--- config.mk ---
export PLATFORM = sky130hd
export DESIGN_NAME = udl_axis_regfile
export DESIGN_NICKNAME = d
export VERILOG_FILES = /design/src/rtl/udl_axis_pkg.sv /design/src/rtl/udl_axis_addr_gen.sv /design/src/rtl/udl_axis_regfile.sv
export SDC_FILE = /design/constraint.sdc
export NUM_CORES = 1
export LEC_CHECK = 0
export BUFFER_PORTS_ARGS = -buffer_cell sky130_fd_sc_hd__clkbuf_2
export CORE_AREA = 2 2 294 296
export DETAILED_ROUTE_END_ITERATION = 7
export DIE_AREA = 0 0 296 298
export PLACE_DENSITY_LB_ADDON = 0.08
export SLEW_MARGIN = 20
export SYNTH_ARGS = -nofsm -noshare
export SYNTH_HDL_FRONTEND = slang
export SYNTH_SLANG_ARGS = --single-unit
--- constraint.sdc ---
create_clock -name MAXI_CLK -period 5.28 [get_ports MAXI_CLK]
set_input_delay 0.264 -clock MAXI_CLK [delete_from_list [all_inputs] [get_ports MAXI_CLK]]
set_output_delay 0.264 -clock MAXI_CLK [all_outputs]
set_load 0.1 [all_outputs]
--- src/rtl/udl_axis_pkg.sv ---
// Shared definitions for the AXI4 register file: burst and response
// encodings, the channel FSM states and the default register count.
package udl_axis_pkg;

  localparam int DEFAULT_REG_NUM = 16;

  typedef enum logic [1:0] {
    BURST_FIXED = 2'b00,
    BURST_INCR  = 2'b01,
    BURST_WRAP  = 2'b10,
    BURST_RSVD  = 2'b11
  } burst_e;

  localparam logic [1:0] RESP_OKAY   = 2'b00;
  localparam logic [1:0] RESP_SLVERR = 2'b10;

  typedef enum logic [1:0] {
    W_IDLE,
    W_DATA,
    W_RESP
  } wr_state_e;

  typedef enum logic {
    R_IDLE,
    R_DATA
  } rd_state_e;

endpackage

--- src/rtl/udl_axis_addr_gen.sv ---
// Burst address generator: classifies the current beat as good or error
// and computes the 12-bit offset of the following beat.
// Optional feature macro: UDL_AXIS_WRAP_EN enables WRAP bursts of 2/4/8/16 beats.
module udl_axis_addr_gen
  import udl_axis_pkg::*;
#(
  parameter int REG_NUM = DEFAULT_REG_NUM
) (
  input  logic [11:0] addr,
  input  logic [7:0]  len,
  input  logic [2:0]  size,
  input  logic [1:0]  burst,
  output logic [11:0] next_addr,
  output logic        beat_err
);

`ifdef UDL_AXIS_WRAP_EN
  localparam bit WRAP_EN = 1'b1;
`else
  localparam bit WRAP_EN = 1'b0;
`endif

  logic [10:0] reg_limit;
  logic [11:0] incr_addr;
  logic [11:0] wrap_mask;
  logic        wrap_len_ok;
  logic        wrap_ok;

  assign reg_limit   = 11'(REG_NUM);
  assign incr_addr   = addr + 12'd4;
  assign wrap_len_ok = (len == 8'd1) || (len == 8'd3) || (len == 8'd7) || (len == 8'd15);
  assign wrap_ok     = WRAP_EN && wrap_len_ok;
  assign wrap_mask   = {6'd0, len[3:0], 2'b11};

  // Beat classification and next-offset selection per burst type
  always_comb begin
    beat_err = ({1'b0, addr[11:2]} >= reg_limit) || (size != 3'b010) ||
               (burst == BURST_RSVD) || ((burst == BURST_WRAP) && !wrap_ok);
    case (burst)
      BURST_FIXED: next_addr = addr;
      BURST_WRAP:  next_addr = wrap_ok ? ((addr & ~wrap_mask) | (incr_addr & wrap_mask)) : incr_addr;
      default:     next_addr = incr_addr;
    endcase
  end

endmodule

--- src/rtl/udl_axis_regfile.sv ---
// AXI4 slave register file: REG_NUM 32-bit registers with independent
// write (AW/W/B) and read (AR/R) channel FSMs and a write strobe per register.
// Optional feature macro: UDL_AXIS_WRAP_EN (handled in udl_axis_addr_gen).
module udl_axis_regfile
  import udl_axis_pkg::*;
#(
  parameter int ID_WIDTH = 3,
  parameter int REG_NUM  = DEFAULT_REG_NUM
) (
  input  logic                   MAXI_CLK,
  input  logic                   MAXI_RST,
  input  logic [ID_WIDTH-1:0]    UDL_AXIS_AWID,
  input  logic [31:0]            UDL_AXIS_AWADDR,
  input  logic [7:0]             UDL_AXIS_AWLEN,
  input  logic [2:0]             UDL_AXIS_AWSIZE,
  input  logic [1:0]             UDL_AXIS_AWBURST,
  input  logic                   UDL_AXIS_AWLOCK,
  input  logic [3:0]             UDL_AXIS_AWCACHE,
  input  logic [2:0]             UDL_AXIS_AWPROT,
  input  logic [3:0]             UDL_AXIS_AWREGION,
  input  logic [3:0]             UDL_AXIS_AWQOS,
  input  logic                   UDL_AXIS_AWVALID,
  output logic                   UDL_AXIS_AWREADY,
  input  logic [31:0]            UDL_AXIS_WDATA,
  input  logic [3:0]             UDL_AXIS_WSTRB,
  input  logic                   UDL_AXIS_WLAST,
  input  logic                   UDL_AXIS_WVALID,
  output logic                   UDL_AXIS_WREADY,
  output logic [ID_WIDTH-1:0]    UDL_AXIS_BID,
  output logic [1:0]             UDL_AXIS_BRESP,
  output logic                   UDL_AXIS_BVALID,
  input  logic                   UDL_AXIS_BREADY,
  input  logic [ID_WIDTH-1:0]    UDL_AXIS_ARID,
  input  logic [31:0]            UDL_AXIS_ARADDR,
  input  logic [7:0]             UDL_AXIS_ARLEN,
  input  logic [2:0]             UDL_AXIS_ARSIZE,
  input  logic [1:0]             UDL_AXIS_ARBURST,
  input  logic                   UDL_AXIS_ARLOCK,
  input  logic [3:0]             UDL_AXIS_ARCACHE,
  input  logic [2:0]             UDL_AXIS_ARPROT,
  input  logic [3:0]             UDL_AXIS_ARREGION,
  input  logic [3:0]             UDL_AXIS_ARQOS,
  input  logic                   UDL_AXIS_ARVALID,
  output logic                   UDL_AXIS_ARREADY,
  output logic [ID_WIDTH-1:0]    UDL_AXIS_RID,
  output logic [31:0]            UDL_AXIS_RDATA,
  output logic [1:0]             UDL_AXIS_RRESP,
  output logic                   UDL_AXIS_RLAST,
  output logic                   UDL_AXIS_RVALID,
  input  logic                   UDL_AXIS_RREADY,
  output logic [REG_NUM*32-1:0]  REG_Q,
  output logic [REG_NUM-1:0]     WR_PULSE
);

  localparam int IDX_W = (REG_NUM > 1) ? $clog2(REG_NUM) : 1;

  logic [31:0] regs [REG_NUM];

  wr_state_e w_state, w_next;
  logic [ID_WIDTH-1:0] w_id;
  logic [11:0] w_addr, w_next_addr;
  logic [7:0]  w_len, w_cnt;
  logic [2:0]  w_size;
  logic [1:0]  w_burst, b_resp;
  logic        w_err, w_err_next, w_beat_err, w_hs;
  logic [REG_NUM-1:0] wr_pulse;

  rd_state_e r_state, r_next;
  logic [ID_WIDTH-1:0] r_id;
  logic [11:0] r_addr, r_ag_addr, r_next_addr;
  logic [7:0]  r_len, r_ag_len, r_cnt;
  logic [2:0]  r_size, r_ag_size;
  logic [1:0]  r_burst, r_ag_burst, r_resp;
  logic [31:0] r_data, r_beat_data;
  logic        r_last, r_beat_err, r_load_first, r_load_next;

  logic unused_inputs;
  assign unused_inputs = ^{UDL_AXIS_AWADDR[31:12], UDL_AXIS_AWLOCK, UDL_AXIS_AWCACHE,
                           UDL_AXIS_AWPROT, UDL_AXIS_AWREGION, UDL_AXIS_AWQOS,
                           UDL_AXIS_ARADDR[31:12], UDL_AXIS_ARLOCK, UDL_AXIS_ARCACHE,
                           UDL_AXIS_ARPROT, UDL_AXIS_ARREGION, UDL_AXIS_ARQOS};

  udl_axis_addr_gen #(.REG_NUM(REG_NUM)) u_wr_addr_gen (
    .addr(w_addr), .len(w_len), .size(w_size), .burst(w_burst),
    .next_addr(w_next_addr), .beat_err(w_beat_err)
  );

  // The read generator looks at the AR request while idle so beat 0 can be
  // fetched on the AR handshake, and at the latched burst afterwards.
  assign r_ag_addr  = (r_state == R_IDLE) ? UDL_AXIS_ARADDR[11:0] : r_addr;
  assign r_ag_len   = (r_state == R_IDLE) ? UDL_AXIS_ARLEN        : r_len;
  assign r_ag_size  = (r_state == R_IDLE) ? UDL_AXIS_ARSIZE       : r_size;
  assign r_ag_burst = (r_state == R_IDLE) ? UDL_AXIS_ARBURST      : r_burst;

  udl_axis_addr_gen #(.REG_NUM(REG_NUM)) u_rd_addr_gen (
    .addr(r_ag_addr), .len(r_ag_len), .size(r_ag_size), .burst(r_ag_burst),
    .next_addr(r_next_addr), .beat_err(r_beat_err)
  );

  assign w_hs        = (w_state == W_DATA) && UDL_AXIS_WVALID;
  assign w_err_next  = w_err || w_beat_err || (UDL_AXIS_WLAST != (w_cnt == w_len));
  assign r_beat_data = r_beat_err ? 32'd0 : regs[r_ag_addr[IDX_W+1:2]];
  assign r_load_first = (r_state == R_IDLE) && UDL_AXIS_ARVALID;
  assign r_load_next  = (r_state == R_DATA) && UDL_AXIS_RREADY && !r_last;

  // Channel outputs are forced to zero for as long as reset is held
  assign UDL_AXIS_AWREADY = !MAXI_RST && (w_state == W_IDLE);
  assign UDL_AXIS_WREADY  = !MAXI_RST && (w_state == W_DATA);
  assign UDL_AXIS_BVALID  = !MAXI_RST && (w_state == W_RESP);
  assign UDL_AXIS_BRESP   = MAXI_RST ? 2'b00 : b_resp;
  assign UDL_AXIS_BID     = MAXI_RST ? '0 : w_id;
  assign UDL_AXIS_ARREADY = !MAXI_RST && (r_state == R_IDLE);
  assign UDL_AXIS_RVALID  = !MAXI_RST && (r_state == R_DATA);
  assign UDL_AXIS_RLAST   = !MAXI_RST && (r_state == R_DATA) && r_last;
  assign UDL_AXIS_RDATA   = MAXI_RST ? 32'd0 : r_data;
  assign UDL_AXIS_RRESP   = MAXI_RST ? 2'b00 : r_resp;
  assign UDL_AXIS_RID     = MAXI_RST ? '0 : r_id;
  assign WR_PULSE         = MAXI_RST ? '0 : wr_pulse;

  for (genvar g = 0; g < REG_NUM; g++) begin : g_reg_q
    assign REG_Q[32*g +: 32] = regs[g];
  end

  // Write and read FSM state registers
  always_ff @(posedge MAXI_CLK) begin
    if (MAXI_RST) begin
      w_state <= W_IDLE;
      r_state <= R_IDLE;
    end else begin
      w_state <= w_next;
      r_state <= r_next;
    end
  end

  // Write FSM next state; WLAST alone ends the data phase
  always_comb begin
    w_next = w_state;
    case (w_state)
      W_IDLE:  if (UDL_AXIS_AWVALID) w_next = W_DATA;
      W_DATA:  if (UDL_AXIS_WVALID && UDL_AXIS_WLAST) w_next = W_RESP;
      W_RESP:  if (UDL_AXIS_BREADY) w_next = W_IDLE;
      default: w_next = W_IDLE;
    endcase
  end

  // Read FSM next state
  always_comb begin
    r_next = r_state;
    case (r_state)
      R_IDLE:  if (UDL_AXIS_ARVALID) r_next = R_DATA;
      R_DATA:  if (UDL_AXIS_RREADY && r_last) r_next = R_IDLE;
      default: r_next = R_IDLE;
    endcase
  end

  // Write burst tracking: latch AW, step the address, accumulate errors
  always_ff @(posedge MAXI_CLK) begin
    if (MAXI_RST) begin
      w_id <= '0; w_addr <= '0; w_len <= '0; w_size <= '0; w_burst <= '0;
      w_cnt <= '0; w_err <= 1'b0; b_resp <= RESP_OKAY;
    end else begin
      if ((w_state == W_IDLE) && UDL_AXIS_AWVALID) begin
        w_id    <= UDL_AXIS_AWID;
        w_addr  <= UDL_AXIS_AWADDR[11:0];
        w_len   <= UDL_AXIS_AWLEN;
        w_size  <= UDL_AXIS_AWSIZE;
        w_burst <= UDL_AXIS_AWBURST;
        w_cnt   <= '0;
        w_err   <= 1'b0;
      end
      if (w_hs) begin
        w_addr <= w_next_addr;
        w_cnt  <= w_cnt + 8'd1;
        w_err  <= w_err_next;
        if (UDL_AXIS_WLAST) b_resp <= w_err_next ? RESP_SLVERR : RESP_OKAY;
      end
    end
  end

  // Register array update with byte strobes, plus the matching write pulse
  always_ff @(posedge MAXI_CLK) begin
    if (MAXI_RST) begin
      for (int k = 0; k < REG_NUM; k++) regs[k] <= '0;
      wr_pulse <= '0;
    end else begin
      for (int k = 0; k < REG_NUM; k++) begin
        wr_pulse[k] <= w_hs && !w_beat_err && (w_addr[11:2] == 10'(k));
        if (w_hs && !w_beat_err && (w_addr[11:2] == 10'(k))) begin
          for (int b = 0; b < 4; b++) begin
            if (UDL_AXIS_WSTRB[b]) regs[k][8*b +: 8] <= UDL_AXIS_WDATA[8*b +: 8];
          end
        end
      end
    end
  end

  // Read beat pipeline: beat 0 loads on AR, later beats load on each R handshake
  always_ff @(posedge MAXI_CLK) begin
    if (MAXI_RST) begin
      r_id <= '0; r_addr <= '0; r_len <= '0; r_size <= '0; r_burst <= '0;
      r_cnt <= '0; r_data <= '0; r_resp <= RESP_OKAY; r_last <= 1'b0;
    end else if (r_load_first) begin
      r_id    <= UDL_AXIS_ARID;
      r_len   <= UDL_AXIS_ARLEN;
      r_size  <= UDL_AXIS_ARSIZE;
      r_burst <= UDL_AXIS_ARBURST;
      r_addr  <= r_next_addr;
      r_cnt   <= '0;
      r_data  <= r_beat_data;
      r_resp  <= r_beat_err ? RESP_SLVERR : RESP_OKAY;
      r_last  <= (UDL_AXIS_ARLEN == 8'd0);
    end else if (r_load_next) begin
      r_addr <= r_next_addr;
      r_cnt  <= r_cnt + 8'd1;
      r_data <= r_beat_data;
      r_resp <= r_beat_err ? RESP_SLVERR : RESP_OKAY;
      r_last <= ((r_cnt + 8'd1) == r_len);
    end
  end

endmodule
* Word level (Yosys, flattened, before mapping)
Memories as Yosys holds them, arrays and structs flattened.
Cells that the tools add are included.
** Storage, ports and cells
- Flip-flop bits (word level) :: 129
- Memory bits (writable) :: 512
- Input bits :: 172
- Word-level logic and storage cells :: 471
- Memories :: 1
** Operators by class
- Add/subtract/negate cells :: 4
- Magnitude comparators :: 2
- Equal/unequal tests :: 30
- Muxes and demuxes :: 297
- Bitwise logic cells :: 65
- Reduce and logical (&&, ||, !) cells :: 52
** Memories
- regs :: words 16, bits a word 32, read ports 17, clocked after memory_dff 0, wr ports 16, RTL line udl_axis_regfile.sv:57 : logic [31:0] regs [REG_NUM];
** Operators with widths (count)
- two-way mux 8 bit :: 66
- two-way mux 1 bit :: 204
- two-way mux 32 bit :: 4
- two-way mux 12 bit :: 7
- equality test 10 x 4 -> 1 bit (second input constant) :: 8
- bitwise OR 1 bit :: 64
- equality test 10 x 3 -> 1 bit (second input constant) :: 4
- logical AND 1 bit :: 30
- adder 12 x 3 -> 12 bit (second input constant) :: 2
- equality test 10 x 2 -> 1 bit (second input constant) :: 2
- greater-or-equal comparator 10 x 5 -> 1 bit (second input constant) :: 2
- two-way mux 2 bit :: 10
- adder 8 x 1 -> 8 bit (second input constant) :: 2
- equality test 8 bit :: 2
- two-way mux 16 bit :: 1
- equality test 10 x 1 -> 1 bit (second input constant) :: 1
- equality test 2 bit (second input constant) :: 5
- logical NOT 10 bit :: 1
- two-way mux 3 bit :: 3
- logical NOT 8 bit :: 1
- logical OR 1 bit :: 8
- logical NOT 2 bit :: 3
- inequality test 2 bit (second input constant) :: 3
- inequality test 3 x 2 -> 1 bit (second input constant) :: 2
- other kinds (11) :: 15

* Depth between registers and ports, before layout
Gate-level depths: netlist of the first run.
- Depth after elaboration :: 11
- Depth in mapped cells :: 10
- Gate-level depth less buffers :: 7

* By module
Synthesis of the first run repeated with hierarchy kept, for this count alone.
** Second synthesis, totals
- Cell total of the unflattened synthesis :: 2808
- Area total of the unflattened synthesis :: 29623.4 µm²
** By module, submodules not included
- udl_axis_regfile :: instances 1, cells an instance 2737, area an instance 29117.9 µm², sequential area each 17917.2 µm²
- udl_axis_addr_gen (u_wr_addr_gen) :: instances 1, cells an instance 35, area an instance 257.7 µm², sequential area each 0.0 µm²
- udl_axis_addr_gen (u_rd_addr_gen) :: instances 1, cells an instance 36, area an instance 247.7 µm², sequential area each 0.0 µm²

* Least setup slack after synthesis of the first run
No wires, ideal clock.
- Path type :: register to output
- Start :: register r_state
- End :: output port UDL_AXIS_RLAST
- Data arrival time :: 3.440 ns
- Setup slack :: 1.576 ns
- Cell stages (with the launch flop) :: 7
- Path through :: dfxtp_1 -> buf_6 -> buf_4 -> buf_4 -> clkbuf_1 -> nor2b_1 -> and2_1
** Between the ends
- Cells in the longest elaborated chain, start to end :: 2
** Ends and longest elaborated chain
- start, declared :: RTL line udl_axis_regfile.sv:68 : rd_state_e r_state, r_next;
- start signal, assigned :: RTL line udl_axis_regfile.sv:131 : r_state <= r_next;
- logical AND 1 bit
- net UDL_AXIS_RVALID :: RTL line udl_axis_regfile.sv:49 : output logic UDL_AXIS_RVALID,
- logical AND 1 bit :: RTL line udl_axis_regfile.sv:114 : assign UDL_AXIS_RLAST = !MAXI_RST && (r_state == R_DATA) && r_last;
- end, declared :: RTL line udl_axis_regfile.sv:48 : output logic UDL_AXIS_RLAST,
The timed path passes the listed nets, and every way through them passes these cells.

==> results of run 1 <==
-- cell type report --
type                            count  area (um^2)  share of cell area
Sequential cell                   635        17800               0.504
Tap cell                         1144         1430              0.0404
Clock inverter                     51          561              0.0158
Inverter                           38          150             0.00424
Clock buffer                       87         1970              0.0558
Multi-Input combinational cell   1690         9430               0.266
Timing Repair Buffer              735         4020               0.113
Antenna cell                        6         15.0            0.000424
-- layer usage --
layer / wire length [um] / part of all wire / up-vias
met4: 4310 / 0.036 / 0
met2: 56800 / 0.48 / 1009
met1: 46800 / 0.40 / 11100
met5: 0 / 0 / -
li1: - / - / 10200
met3: 10200 / 0.086 / 189
-- Yosys cell counts (7+ instances only) --
cell      number  area, um^2
a211oi_1      10        75.1
a21o_1        24         180
a21oi_1      129         646
a221oi_1      32         280
a22o_1        30         263
a32o_1        32         320
and2_1        19         119
and3_1         7        43.8
buf_2         49         245
buf_4         13        97.6
clkbuf_1     114         428
dfxtp_1      123        2460
edfxtp_1     512       15400
ha_1           8         100
inv_1         36         135
mux2i_1      100        1000
nand2_1      424        1590
nand2_2       32         200
nand2b_1      75         469
nand3_1      144         721
nor2_1       366        1370
nor2b_1       84         526
nor3_1        15        75.1
nor3_2        28         280
o21ai_0       16        80.1
xnor2_1        9        78.8
xor2_1        17         149
-- cells by family (layout without fill, tap and decap cells) --
kind of cell	after synthesis	after routing
AO/OA/AOI/OAI	317	317
XOR/XNOR	26	26
adder cells (fa/ha/maj)	8	8
buffers and inverters	225	911
flip-flops	635	635
multiplexers	105	105
other	1	8
AND/OR/NAND/NOR	1232	1232
-- worst max-delay path, cell delays in order (launching register included) --
cell      delay (ps)
dfxtp_1          420
and3b_1          200
buf_4            280
nand4_1          340
nor3b_2          340
and2_1           890
nand2_1          420
nand2b_1         430
-- stage by stage --
stage | util | hold slack (ps) | setup slack, ps | power (mW)
floorplan | - | 400 | 1580 | 8.15
global placement | 0.382 | 439 | 1810 | 8.86
detailed placement | 0.382 | 446 | 1700 | 8.88
CTS | 0.417 | 1.21 | 1700 | 14.3
global route | 0.417 | 35.1 | 1390 | 14.6
finish | 0.417 | 36.7 | 1610 | 14.2
-- report_power, final --
| part | leakage, nW | internal (mW) | switching (mW) |
|---|---|---|---|
| clock network | 1.24 | 3.23 | 2.17 |
| registers | 6.17 | 5.66 | 0.192 |
| logic | 7.00 | 0.476 | 2.48 |
-- sequential cells by signal (all words and copies together) (netlist names), 3 cells and up --
name and cells:
w_cnt 8, r_cnt 8, r_len 8, w_size 3, wr_pulse 16, w_addr 10
r_id 3, w_len 8, r_data 32, w_id 3, regs 512, r_addr 10
r_size 3
-- path summary, 6_finish.rpt --
check                             endpoint  cells after the start
worst max-delay path            regs[9][9]                      7
worst min-delay path             w_addr[9]                      3
worst max register to register  regs[9][9]                      7
worst min register to register     w_id[2]                      2
==> impl_results.md, run 1 <==
- RSZ-0062 raised after global routing: no
- Synthesized instance count: around 2.5k
- Mux cell area share after synthesis: 0.0392
- Peak supply drop: between 0.2 and 0.25 mV
- Min-Delay Path Class: primary input to flip-flop
- Synth Warn #: 0
- Clock sink count: 635
- Hold Crit Start: UDL_AXIS_AWADDR[9]
- Vias per cell: 5.14
- GR Overflow Total: 0
- Synth Flop Type: edfxtp_1
- Max-cap viol count: 0
- Commonest non-fill, non-tap cells in the layout: clkbuf_2, edfxtp_1, nand2_1
- Design Area, Final: 35400 um^2
- Placed insts: 4199
- Post-Route WL: 118 mm
- Filler Cell Count: 8375
- Htree depth: 3
- Drt wl/cell: about 27 um
- Worst-skew pair later-pin latency: 620 ps
- Worst Path Arrival: 3930 ps
- Post-CTS Setup Inserts: 0
- Share of post-route cells with drive strength above 1: 0.276
- #FFs+latches synth: 635
- Tot GR Track Use: 0.260
- Setup-failing EPs final: 0
- Met3 Use GR: 0.0680
- CTS tree: done
- Largest family of logic cells by synthesized area: simple AND/OR/NAND/NOR gates
- Routed Antenna Nets: 0
- Chip height: 298 um
- Hold Buf Count CTS: 42
- Resize count post-CTS: 0
- Post-synthesis compound-gate area fraction: 0.0781
- Most common cell after layout, fill and taps aside: clkbuf_2
- Core Area: 84900 um^2
- Worst r2r src: w_state[0]
- Clk_skew: 25.6 ps
- Num rows: between 100 and 150
- Reg2Reg Setup Slack: 1610 ps
- Buffer type at the clock tree root: clkbuf_16
- Area post-placement: 32400 um^2
- Outcome: finished, final reports clean
- Slew Viols, Final: 0
- I/O pin count: 748
- Number of flops mapped to enable cells by yosys: roughly 500
- Detailed Place HPWL: between 80 and 90 mm
- Via Count: 22.5k
- Startpoint Class: flip-flop
- Vias in the first global route: 22.1k
- Initial antenna violation count: 4
- Slew @ Worst Pin: 1090 ps
- Post-synthesis cell type count: 75
- Initial Util: 0.332
- Post-synthesis adder-cell area fraction: 0.00355
- Fraction of synthesized cell area in xor and xnor cells: 0.00808
- Nets: 3356
- Port Buf Inserts: ~670
- Syn_area_per_cell: 11.1 um^2
- Die area: about 88000 um^2
- Post-Layout Cell Count: 4386
- CTS buffer count: 76
- Grt peak-use layer: met2
- CTS max path bufs: 3
- Largest net degree at the start of global routing: about 160
- Worst setup EP type: flip-flop
- Clock slew at reported path FFs: 60 ps
- Rel. slew slack: 0.276
- Area Growth Syn to Fin: 25.7%
- Synth Area in Simple Gates: 0.203
- Max Clk Rate: 272 MHz
- Pre-Repair DR Iteration Count: 5
- Part of the cycle the worst path needs: 0.695
- Seq/Total Area, Yosys: 0.633
- Synth async-reset ratio: 0
- Starting DRT DRC Count: 1841
- Leak Pwr: 14.4 nW
- TNS Setup: 0 ps
- Crit Path Class: flip-flop to flip-flop
- DIE WIDTH: 296 um
- Synthesized area: 28200 um^2
- Global-route wire length before repair: 163 mm
- Worst path required time: between 5000 and 6000 ps
- Met1 Use GR: 0.324
- GP Congestion: 0.876
- Worst setup startpoint: w_state[0]
- Final hold vios: 0
- Met2 global-route usage: 0.431
- Cell Pwr Density: 401 nW/um^2
- # DRC: 0
- Final Critical Period: 3670 ps
- Crit Path Max Fanout: 27
Power figures use the tool's default switching activity.
==> inputs of run 2 (changes only) <==
--- a/config.mk
+++ b/config.mk
@@ -6,9 +6,9 @@
 export NUM_CORES = 1
 export LEC_CHECK = 0
 export BUFFER_PORTS_ARGS = -buffer_cell sky130_fd_sc_hd__clkbuf_2
-export CORE_AREA = 2 2 294 296
+export CORE_AREA = 2 2 287 289
 export DETAILED_ROUTE_END_ITERATION = 7
-export DIE_AREA = 0 0 296 298
+export DIE_AREA = 0 0 289 291
 export PLACE_DENSITY_LB_ADDON = 0.08
 export SLEW_MARGIN = 20
 export SYNTH_ARGS = -nofsm -noshare
==> constraint.sdc (replaced) <==
create_clock -name MAXI_CLK -period 3.5 [get_ports MAXI_CLK]
set_input_delay 0.175 -clock MAXI_CLK [delete_from_list [all_inputs] [get_ports MAXI_CLK]]
set_output_delay 0.175 -clock MAXI_CLK [all_outputs]
set_load 0.1 [all_outputs]
==> run 2 against run 1 <==
  * Sequential power is 51% higher
  * Sequential share of layout area is 0.12 points lower
  * First-iteration DRC count is 6.4% higher
  * Fmax is 13% higher
  * Clock skew is 2.9 ps lower
  * Utilization is 2.0 points higher
  * Clock-buffer cell count is 14 higher
  * Non-clock buffer count is 37 higher
  * Critical path type unchanged
  * Largest cell class unchanged
==> impl_results.md, run 2 (synthesis gave the netlist of run 1 again) <==
- Outcome: finished, final reports clean
- Filler Cell Count: 7892 (-5.8%)
- Biggest registers after layout: regs x512, r_data x32, wr_pulse x16
- CTS max path bufs: 3 (unchanged)
- Max-cap viol count: 0 (unchanged)
- Commonest non-fill, non-tap cells in the layout: clkbuf_2, edfxtp_1, nand2_1
- GP Congestion: 0.890 (+1.6%)
- Slowest cell on the critical path: and2_1
- Worst r2r src: w_burst[1]
- # DRC: 0 (unchanged)
- Buffer type at the clock tree root: clkbuf_16
- Initial antenna violation count: 1 (-3)
- Register with the most flip-flops: regs
- Setup-failing EPs final: 0 (unchanged)
- Core Area: 81200 um^2 (-4.3%)
- Final hold vios: 0 (unchanged)
- Delay of the slowest critical-path stage: 630 ps (-260 ps)
- Max FFs per register: 512 (unchanged)
- CP Cell Sequence: nor4_1 -> nand4_1 -> nor3_1 -> and2_1 -> nand2_2 -> nand2b_1
- Worst-skew pair later-pin latency: 620 ps (about the same)
- Htree depth: 3 (unchanged)
- Global-route wire length before repair: 163 mm (-0.12%)
- Slew @ Worst Pin: 1030 ps (-50.9 ps)
- Worst setup startpoint: w_burst[1]
- Total Power: 21.1 mW (+48%)
- Max Clk Rate: 307 MHz (+13%)
- Metal2 WL: 55.8 mm (-1.7%)
- Tot GR Track Use: 0.272 (+0.0118)
- Vias per cell: 5.25 (+2.1%)
- Rel. slew slack: 0.310 (+0.0339)
- Routed wire length on met3: 10.2 mm (+0.64%)
- Most common cell after layout, fill and taps aside: clkbuf_2
- Worst path required time: 3770 ps (-1760 ps)
- Cell Pwr Density: 593 nW/um^2 (+48%)
- CTS tree: done
- Worst setup margin: 244 ps (-1360 ps)
- Max layer used: met4
- TNS Setup: 0 ps (unchanged)
- DIE WIDTH: 289 um (-2.4%)
- Hold Crit Start: UDL_AXIS_ARADDR[9]
- Final Critical Period: 3260 ps (-415 ps)
- Pre-Repair DR Iteration Count: 6 (+1)
- Startpoint Class: flip-flop
- Worst Path Arrival: 3530 ps (-400 ps)
- Clk_skew: 22.7 ps (-2.90 ps)
- Nets: 3392 (+1.1%)
- Leak Pwr: 14.5 nW (+0.73%)
- Crit Path Class: flip-flop to flip-flop
- GR Overflow Total: 0 (unchanged)
- Clock sink count: 635 (unchanged)
- Drt wl/cell: 27.1 um (+0.50%)
- Num rows: 105 (-1.9%)
- Part of the cycle the worst path needs: 0.930 (+0.235)
- Peak supply drop: 0.390 mV (+63%)
- Post-Route WL: 118 mm (-0.46%)
- WHS: 37.0 ps (+0.246 ps)
- Met1 WL: 46.3 mm (-1.0%)
- Initial Util: 0.347 (+0.0151)
- I/O pin count: 748 (unchanged)
- Min-Delay Path Class: primary input to flip-flop
- Share of post-route cells with drive strength above 1: 0.280 (+0.00438)
- Chip height: 291 um (-2.3%)
- Starting DRT DRC Count: 1959 (+6.4%)
- Vias in the first global route: 22.3k (+0.83%)
- WHS Path Cells: 4 (+1)
- Die area: 84100 um^2 (-4.7%)
- Port Buf Inserts: 669 (unchanged)
- Clock slew at reported path FFs: 60 ps (about the same)
- Area Growth Syn to Fin: 26.0%
- Worst setup EP type: flip-flop
- Util after Layout: 0.437 (+0.0200)
- Via Count: 22.8k (+1.1%)
- Routed Antenna Nets: 0 (unchanged)
- CTS buffer count: 75 (-1.3%)
- R2R cell count: 6 (-1)
- RSZ-0062 raised after global routing: no
- Crit Path Max Fanout: 9 (-67%)
- Resize count post-CTS: 0 (unchanged)
- Dpl ws: 238 ps (-1460 ps)
- Slew Viols, Final: 0 (unchanged)
- Detailed Place HPWL: 88.4 mm (+2.5%)
- Largest net degree at the start of global routing: 98 (-40%)
## run 2: changes by cell type in the layout (fill, tap and decap cells not counted), moves of 7 or more
cell           change
clkbuf_1          +10
bufinv_16          -7
buf_4             +26
clkinv_1           -8
dlygate4sd3_1     +10
## run 2: routing by layer
layer  up-vias  GRT usage
li1      10300          -
met1     11200      0.340
met2      1068      0.445
met3       205     0.0695
met4         0      0.114
met5         -          0
## run 2: through the flow
stage | instances | cell area, um^2
2_1_floorplan | 2550 | 28200
3_3_place_gp | 4153 | 32600
3_5_place_dp | 4153 | 32600
4_1_cts | 4341 | 35500
5_1_grt | 4341 | 35500
6_report | 4344 | 35500
## run 2: worst max-delay path: cells and delay by family, from the launching register on
kind / cells / cell delay, ps
AND/OR/NAND/NOR: 6 / 2590
flip-flops: 1 / 320
## run 2: power by group
group / internal, mW / total [mW] / switching (mW)
sequential: 8.53 / 8.82 / 0.283
combinational: 0.740 / 4.50 / 3.76
clock: 4.49 / 7.74 / 3.26
## run 2: layout make-up
| type | count | area, um^2 | share of cell area |
|---|---|---|---|
| sequential | 635 | 17800 | 0.503 |
| clock buffer | 101 | 2080 | 0.0585 |
| clock inverter | 35 | 329 | 0.00927 |
| timing repair buffer | 772 | 4320 | 0.122 |
| tap | 1070 | 1340 | 0.0377 |
| multi-input combinational | 1690 | 9430 | 0.266 |
| antenna | 3 | 7.51 | 0.000211 |
| inverter | 38 | 150 | 0.00423 |
## run 2: path summary, 6_finish.rpt
| kind | slack (ps) | to |
|---|---|---|
| max reg2reg | 240 | regs[0][28] |
| max | 240 | regs[0][28] |
| min | 40 | r_addr[9] |
| min reg2reg | 460 | w_id[2] |
## run 2: timing repair
item | in CTS | in global routing
hold endpoints to repair | 50 | 0
setup buffers | 0 | 0
endpoints found under the setup margin | 0 | 0
hold buffers | 52 | 0
